`config.mk`:
```
export PLATFORM = sky130hd
export DESIGN_NAME = pong_match_controller
export DESIGN_NICKNAME = d
export VERILOG_FILES = /design/src/rtl/pong_match_controller.sv
export SDC_FILE = /design/constraint.sdc
export NUM_CORES = 1
export LEC_CHECK = 0
export ABC_AREA = 1
export CORE_MARGIN = 1
export CORE_UTILIZATION = 45
export DETAILED_ROUTE_END_ITERATION = 8
export DONT_BUFFER_PORTS = 1
export GPL_TIMING_DRIVEN = 0
export PLACE_DENSITY = 0.66
export SYNTH_ARGS = -nofsm -noshare
export SYNTH_HDL_FRONTEND = slang
export SYNTH_SLANG_ARGS = --single-unit
```
`constraint.sdc`:
```
create_clock -name i_clock -period 3.05 [get_ports i_clock]
set_input_delay 0.61 -clock i_clock [delete_from_list [all_inputs] [get_ports i_clock]]
set_output_delay 0.61 -clock i_clock [all_outputs]
set_load 0.02 [all_outputs]
```
`src/rtl/pong_match_controller.sv`:
```
// Pong match sequencer: owns both scores, parks and releases the ball, and decides the winner.
// All timing is counted in game ticks; every output comes straight from a register.
module pong_match_controller #(
  parameter int WIN_SCORE   = 11,
  parameter int WIN_BY_TWO  = 1,
  parameter int MAX_SCORE   = 99,
  parameter int SERVE_TICKS = 64,
  parameter int PAUSE_TICKS = 128
) (
  input  logic       i_clock,
  input  logic       i_reset,
  input  logic       i_tick,
  input  logic       i_start,
  input  logic       i_pointLeft,
  input  logic       i_pointRight,
  output logic [6:0] o_leftScore,
  output logic [6:0] o_rightScore,
  output logic       o_ballHold,
  output logic       o_servePulse,
  output logic       o_serveDir,
  output logic       o_gameOver,
  output logic       o_winner,
  output logic [2:0] o_state
);

  localparam int TMAX = (SERVE_TICKS > PAUSE_TICKS) ? SERVE_TICKS : PAUSE_TICKS;
  localparam int TW   = (TMAX > 1) ? $clog2(TMAX) : 1;
  localparam logic [TW-1:0] SERVE_LOAD = TW'(SERVE_TICKS - 1);
  localparam logic [TW-1:0] PAUSE_LOAD = TW'(PAUSE_TICKS - 1);
  localparam logic [TW-1:0] TIMER_ONE  = TW'(1);
  localparam logic [6:0]    MAX_S      = 7'(MAX_SCORE);
  localparam logic [6:0]    WIN_S      = 7'(WIN_SCORE);

  typedef enum logic [2:0] {
    IDLE  = 3'd0,
    SERVE = 3'd1,
    PLAY  = 3'd2,
    POINT = 3'd3,
    OVER  = 3'd4
  } state_t;

  state_t        r_state, w_stateNext;
  logic [TW-1:0] r_timer, w_timerNext;
  logic [6:0]    r_left, w_leftNext, r_right, w_rightNext;
  logic          r_startQ, r_ballHold, r_servePulse, r_serveDir, r_gameOver, r_winner;
  logic          w_ballHoldNext, w_servePulseNext, w_serveDirNext, w_gameOverNext, w_winnerNext;
  logic          w_startEdge, w_timerDone, w_win;
  logic [6:0]    w_hi, w_lo, w_diff;

  assign w_startEdge = i_start & ~r_startQ;
  assign w_timerDone = (r_timer == '0);
  assign w_hi        = (r_right > r_left) ? r_right : r_left;
  assign w_lo        = (r_right > r_left) ? r_left : r_right;
  assign w_diff      = (w_hi > w_lo) ? (w_hi - w_lo) : 7'd0;
  assign w_win       = (w_hi >= MAX_S) ||
                       ((w_hi >= WIN_S) && ((WIN_BY_TWO == 0) || (w_diff >= 7'd2)));

  always_ff @(posedge i_clock or posedge i_reset) begin
    if (i_reset) begin
      r_state      <= IDLE;
      r_timer      <= '0;
      r_left       <= 7'd0;
      r_right      <= 7'd0;
      r_startQ     <= 1'b0;
      r_ballHold   <= 1'b1;
      r_servePulse <= 1'b0;
      r_serveDir   <= 1'b1;
      r_gameOver   <= 1'b0;
      r_winner     <= 1'b0;
    end else begin
      r_state      <= w_stateNext;
      r_timer      <= w_timerNext;
      r_left       <= w_leftNext;
      r_right      <= w_rightNext;
      r_startQ     <= i_start;
      r_ballHold   <= w_ballHoldNext;
      r_servePulse <= w_servePulseNext;
      r_serveDir   <= w_serveDirNext;
      r_gameOver   <= w_gameOverNext;
      r_winner     <= w_winnerNext;
    end
  end

  always_comb begin
    w_stateNext    = r_state;
    w_timerNext    = r_timer;
    w_leftNext     = r_left;
    w_rightNext    = r_right;
    w_serveDirNext = r_serveDir;
    w_gameOverNext = r_gameOver;
    w_winnerNext   = r_winner;
    case (r_state)
      IDLE: begin
        if (w_startEdge) begin
          w_stateNext = SERVE;
          w_timerNext = SERVE_LOAD;
        end
      end
      SERVE: begin
        if (i_tick) begin
          if (w_timerDone) w_stateNext = PLAY;
          else             w_timerNext = r_timer - TIMER_ONE;
        end
      end
      PLAY: begin
        // A simultaneous pair of point pulses is a let: pause without scoring.
        if (i_pointLeft || i_pointRight) begin
          w_stateNext = POINT;
          w_timerNext = PAUSE_LOAD;
          if (i_pointLeft && !i_pointRight) begin
            w_leftNext     = (r_left < MAX_S) ? r_left + 7'd1 : r_left;
            w_serveDirNext = 1'b0;
          end else if (i_pointRight && !i_pointLeft) begin
            w_rightNext    = (r_right < MAX_S) ? r_right + 7'd1 : r_right;
            w_serveDirNext = 1'b1;
          end
        end
      end
      POINT: begin
        if (w_win) begin
          w_stateNext    = OVER;
          w_gameOverNext = 1'b1;
          w_winnerNext   = (r_right > r_left);
        end else if (i_tick) begin
          if (w_timerDone) begin
            w_stateNext = SERVE;
            w_timerNext = SERVE_LOAD;
          end else begin
            w_timerNext = r_timer - TIMER_ONE;
          end
        end
      end
      OVER: begin
        if (w_startEdge) begin
          w_stateNext    = SERVE;
          w_timerNext    = SERVE_LOAD;
          w_leftNext     = 7'd0;
          w_rightNext    = 7'd0;
          w_gameOverNext = 1'b0;
          w_serveDirNext = 1'b1;
        end
      end
      default: w_stateNext = IDLE;
    endcase
    w_ballHoldNext   = (w_stateNext != PLAY);
    w_servePulseNext = (r_state == SERVE) && (w_stateNext == PLAY);
  end

  assign o_leftScore  = r_left;
  assign o_rightScore = r_right;
  assign o_ballHold   = r_ballHold;
  assign o_servePulse = r_servePulse;
  assign o_serveDir   = r_serveDir;
  assign o_gameOver   = r_gameOver;
  assign o_winner     = r_winner;
  assign o_state      = r_state;

endmodule

```
# --- Yosys cells after proc, flatten, opt, wreduce, memory -nomap -nowiden ---
# Cells that the tools add are included.
word_totals:
  register_bits: 30
  input_bits: 6
  out_inout_bits: 22
  elab_cells: 100
op_classes:
  add_sub_neg: 4
  order_cmp: 7
  eq_ne: 20
  mux: 37
  bitwise_logic: 2
  n_reduce_logical: 20
op_table:
  columns: ["op", "n"]
  rows:
  - ["two-way mux 7 bit", 18]
  - ["case mux 7 bit (2 select lines)", 2]
  - ["case mux 7 bit (4 select lines)", 1]
  - ["inequality test 2 bit (second input constant)", 12]
  - ["two-way mux 3 bit", 7]
  - ["adder 7 x 1 -> 7 bit (second input constant)", 2]
  - ["greater-than comparator 7 bit", 2]
  - ["< comparator 7 bit (second input constant)", 2]
  - ["case mux 3 bit (4 select lines)", 1]
  - ["== test 3 x 2 -> 1 bit (second input constant)", 3]
  - [">= comparator 7 x 2 -> 1 bit (second input constant)", 1]
  - [">= comparator 7 x 4 -> 1 bit (second input constant)", 1]
  - [">= comparator 7 bit (second input constant)", 1]
  - ["zero test 7 bit", 1]
  - ["AND reduction 7 bit", 1]
  - ["subtractor 7 x 1 -> 7 bit (second input constant)", 1]
  - ["subtractor 7 bit", 1]
  - ["two-way mux 1 bit", 6]
  - ["AND reduction 6 bit", 1]
  - ["AND reduction 5 bit", 1]
  - ["logical AND 1 bit", 4]
  - ["case mux 1 bit (2 select lines)", 2]
  - ["AND reduction 4 bit", 1]
  - ["nonzero test 2 bit", 2]
  - ["14 further kinds", 16]

# --- Depth between registers and ports, before layout ---
# Gate-level depths: netlist of run 1.
depth:
  word_depth: 11
  ltp_mapped: 26
  mapped_depth_nobuf: 26

# --- Worst setup path after synthesis of run 1 ---
# Ideal clock, no wire load.
synth_path:
  kind: "register to register"
  from: "register r_left[5], in the netlist o_leftScore[5]"
  to: "register r_timer[0]"
  setup_ps: 118
  arrival_ps: 2833
  required_ps: 2932
  slack_ps: 99
  path_stages_with_launch: 24
  path_buffers: 0
  synth_period_minus_slack_ps: 2951
  path_cell_list: "dfrtp_1 -> inv_1 -> ha_1 -> nand2_1 -> inv_1 -> a21oi_1 -> nand2_4 -> nand3_1 -> nand3_2 -> ha_1 -> inv_1 -> nand2_2 -> nand2_1 -> nand3b_1 -> nand2_1 -> inv_1 -> nor2_1 -> nand3_1 -> nand2_2 -> nand2_1 -> nand2_2 -> nand2_1 -> nand2_1 -> nand2_1"
synth_between:
  elab_chain_cells: 9
  elab_cells_between_ends: 13
  cone_classes: "1 x add/sub; 5 x order compare; 1 x eq/ne; 3 x mux; 3 x reduce/logical"
synth_lines:
  columns: ["item", "line", "source"]
  rows:
  - ["from (decl)", "44", "logic [6:0] r_left, w_leftNext, r_right, w_rightNext;"]
  - ["from (signal assigned)", "73", "r_left <= w_leftNext;"]
  - ["greater-than comparator 7 bit", "52, 53", null]
  - ["two-way mux 7 bit, on equally long branches", "52, 53", null]
  - ["subtractor 7 bit / greater-than comparator 7 bit (equally long branches)", "54", "assign w_diff = (w_hi > w_lo) ? (w_hi - w_lo) : 7'd0;"]
  - ["two-way mux 7 bit", "54", null]
  - [">= comparator 7 x 2 -> 1 bit", "56", "((w_hi >= WIN_S) && ((WIN_BY_TWO == 0) || (w_diff >= 7'd2)));"]
  - ["logical AND 1 bit", "56", null]
  - ["logical OR 1 bit (*)", "55", "assign w_win = (w_hi >= MAX_S) ||"]
  - ["inequality test 2 bit (no line) (*)", null, null]
  - ["AND reduction 7 bit (no line) (*)", null, null]
  - ["to (signal assigned)", "72", "r_timer <= w_timerNext;"]
  - ["to (decl)", "43", "logic [TW-1:0] r_timer, w_timerNext;"]
# Mark *: on every way between the ends. The rest lies on a longest branch, timed or not.
# A chain may end at the register's enable or synchronous reset.

# --- Final worst setup path of run 1 ---
layout_path:
  from: "register r_left[3], in the netlist o_leftScore[3]"
  to: "register r_timer[6]"
# The elaborated chain is that of the path after synthesis.

==> results.cfg, run 1 <==
[outcome]
outcome = complete, no violations

[global_route]
antenna_found_initial = 0
grt_start_max_net_pins = 31
grt_remaining_overflow = 0
grtUsageTotal_pct = 23.7
grt_pass1_wl_microns = 9850
grt_pass1_vias = 2142

[critical_path]
worstSetupStartpoint = o_leftScore[3]$_DFFE_PP0P_
r2r_start = o_leftScore[3]$_DFFE_PP0P_
end_kind = flop
crit_end = r_timer[6]$_DFFE_PP0P_
path_max_fanout = 8
ff2ff_path_depth = 22
r2r-end = r_timer[6]$_DFFE_PP0P_
start_kind = flop
cp.required_ps = 3220
cp.arrival_ps = 3130
r2r_setup_slack_ps = 90
worst-setup-path-type = reg -> reg

[placed_design]
gp_congestion = 0.921
hpwl_microns = 4360
port_buffers = 0
dp_slack_ps = -433

[yosys]
ys_types = 35
synth.top_cell.area_share_pct = 30.1
ys_warn_count = 0
synth_edf_count = 0
syn_avg_cell_area_sq_um = 6.77
seq_area_frac_synth_pct = 32.3
syn_nets = 362
synth_flop_cell = dfrtp_1
synthArstFlopShare_pct = 100
yosysTopAreaCell = dfrtp_1
syn_area_sq_um = 2330
synth_area_leaders = dfrtp_1 (30%), nand2_1 (15%), inv_1 (8.1%), nand3_1 (6.7%), ha_1 (6.4%)
ys_ff_latch = 30
synthCells = 344

[clocking]
cts_made_buffers = 5
clk_pin_slew_ps = 60
cts-htree-levels = 2
clk_latency_ps = 280
tritoncts = yes
cts_hold_buf = 0
cts-root-buf = clkbuf_8
cts_sinks = 30
cts.path.max_buffers = 2

[routing]
drc = 0
postRouteAntennaNets = 0
vias_per_cell = 5.32
first_pass_iters = 4
drtIter0Drc = 142
wl_per_cell_microns = 14.3
totalWireLength_microns = 6260
vias = 2337

[pwr]
vdd_ir_drop_max_v = 0.000471
fin_total_pwr_w = 0.00307
p_leak_nw = 1.40
powerDensity_nw_per_um2 = 1070

[floorplanning]
num_rows = 25
start_util_pct = 48.0
core_area_sq_um = 4850
fp.dieW_microns = 73.9
die_area_sq_um = 5470
fp.dieH_microns = 73.9
io_pins = 28

[cells_and_area]
fillCellCount = 464
num_antenna_cells = 0
drive_gt1_share_pct = 26.6
area_growth_pct = 23.1
layout.nets = 389

[sta]
hold_viol = 0
drv_slew = 0
fin_ws_ps = 89.9
tightest_slew_ps = 1160
min_period_over_period_pct = 97.1
rsz0062_at_grt = true
finalSetupViolCount = 0
relSlewSlack_pct = 22.0
skew_ps = 3.42
fmax_mhz = 338
finalCriticalPeriod_ps = 2960

[hold_path]
hold_path.class = in -> reg

[run]
cap_violations = 0
-- logic make-up (layout without fill, tap and decap cells) --
| logic type | after synthesis | after routing | share of synthesized area, % |
|---|---|---|---|
| xor+xnor | 4 | 4 | 1.50 |
| buf+inv | 58 | 86 | 9.67 |
| simple gates | 189 | 189 | 37.6 |
| fa+ha+maj | 12 | 12 | 6.45 |
| compound gates | 51 | 51 | 12.5 |
| flops | 30 | 30 | 32.3 |
-- critical path: stages (launching register included) --
cell and delay, ps:
dfrtp_2 510, inv_4 80, ha_4 330, nand2_4 60, nor2_4 140, nand4_4 150
nand2_8 130, nand2_4 70, nand3_4 90, ha_4 140, inv_4 30, nand3_1 60
nand2_1 50, nor2_1 100, nand3_1 90, nor2_1 90, nand3_1 110, nand2_2 120
nand2_2 70, nand2_4 100, nand2_2 110, nand2_1 140, nand2_1 60
-- cells in the mapped netlist, types with 2 or more instances --
cell,n
a22oi_1,2
nand3b_1,2
nor3_1,6
xor2_1,3
o2111ai_1,3
a21oi_1,18
o21ai_0,16
inv_1,50
ha_1,12
nand4_1,8
o22ai_1,2
nand2_2,9
o21ai_1,4
nor4_1,2
inv_2,7
dfrtp_1,28
nor2_1,29
nand3_1,31
dfstp_2,2
nand2_1,95
-- power breakdown --
part / internal [W] / total, W / leakage (nW) / switching (W)
Clock: 0.000182 / 0.000330 / 0.0482 / 0.000148
Combinational: 0.000779 / 0.00188 / 1.00 / 0.00110
Sequential: 0.000548 / 0.000860 / 0.351 / 0.000312
Total: 0.00151 / 0.00307 / 1.40 / 0.00156
-- flip-flops by register name, summed over array words and instances, names as in the netlist --
register and cells:
o_leftScore 7, o_winner 1, o_serveDir 1, r_timer 7
o_rightScore 7, o_ballHold 1, o_servePulse 1, r_startQ 1
o_state 3, o_gameOver 1
-- routing by layer --
metal | GRT usage [%] | up-vias | wire length [microns]
li1 | - | 1178 | -
met1 | 29.7 | 1090 | 2660
met2 | 39.1 | 60 | 3130
met3 | 5.28 | 9 | 372
met4 | 10.7 | 0 | 102
met5 | 0 | - | 0
-- final cells by class --
type	instances	area, sq um	area share (%)
timing repair buffer	20	154	5.37
sequential	30	769	26.9
buffer	1	11.3	0.393
clock inverter	1	5.00	0.175
tap	67	83.8	2.93
inverter	57	229	7.99
clock buffer	7	86.3	3.01
multi-input combinational	256	1530	53.3
-- metrics by stage --
step | cell area, sq um | instances | hold slack [ps] | utilization, % | TNS [ps]
5_1_grt | 2870 | 439 | 340 | 59.1 | -741
2_1_floorplan | 2330 | 344 | 464 | - | 0
4_1_cts | 2600 | 420 | 344 | 53.7 | 0
6_report | 2870 | 439 | 354 | 59.1 | 0
3_3_place_gp | 2410 | 411 | 488 | 49.8 | -3370
3_5_place_dp | 2410 | 411 | 505 | 49.8 | -3990
-- worst min path at each step --
stage               depth (start not counted)              startpoint                     end
floorplan                                   2  r_timer[0]$_DFFE_PP0P_  r_timer[0]$_DFFE_PP0P_
global placement                            2  r_timer[0]$_DFFE_PP0P_  r_timer[0]$_DFFE_PP0P_
detailed placement                          2  r_timer[0]$_DFFE_PP0P_  r_timer[0]$_DFFE_PP0P_
CTS                                         0                 i_start      r_startQ$_DFF_PP0_
global route                                0                 i_start      r_startQ$_DFF_PP0_
finish                                      0                 i_start      r_startQ$_DFF_PP0_
-- cell usage in the layout, fill, tap and decap left out, types with 2 or more instances in the layout --
master and count:
inv_2 11, a22oi_1 2, buf_4 19, nand4_1 8, nand3b_1 2, nand3_1 29
o22ai_1 2, dfrtp_1 15, ha_4 7, nand2_2 12, nand2_1 86, buf_6 2
nand2_4 7, inv_4 6, xor2_1 3, ha_1 5, o21ai_1 4, dfstp_2 2
nor2_1 28, a21oi_2 3, a21oi_1 15, dfrtp_2 13, nor4_1 2, o21ai_0 16
nor3_1 6, nand3_2 2, nor2_4 2, o2111ai_1 3, clkbuf_8 6, inv_1 40
-- timing repair --
item / 4_1_cts / 5_1_grt
setup buffers: 1 / 19
endpoints found under the setup margin: 13 / 12
gates resized for setup: 25 / 37
pin swaps: 0 / 29
Note: power is estimated with default switching activity, not from simulation.
==> run 2, diff against run 1 <==
--- a/config.mk
+++ b/config.mk
@@ -10,6 +10,7 @@
 export CORE_UTILIZATION = 45
 export DETAILED_ROUTE_END_ITERATION = 8
 export DONT_BUFFER_PORTS = 1
+export GPL_ROUTABILITY_DRIVEN = 0
 export GPL_TIMING_DRIVEN = 0
 export PLACE_DENSITY = 0.66
 export SYNTH_ARGS = -nofsm -noshare
==> results of run 2 <==
The final DEF is identical to that of run 1; final timing and power are the same.
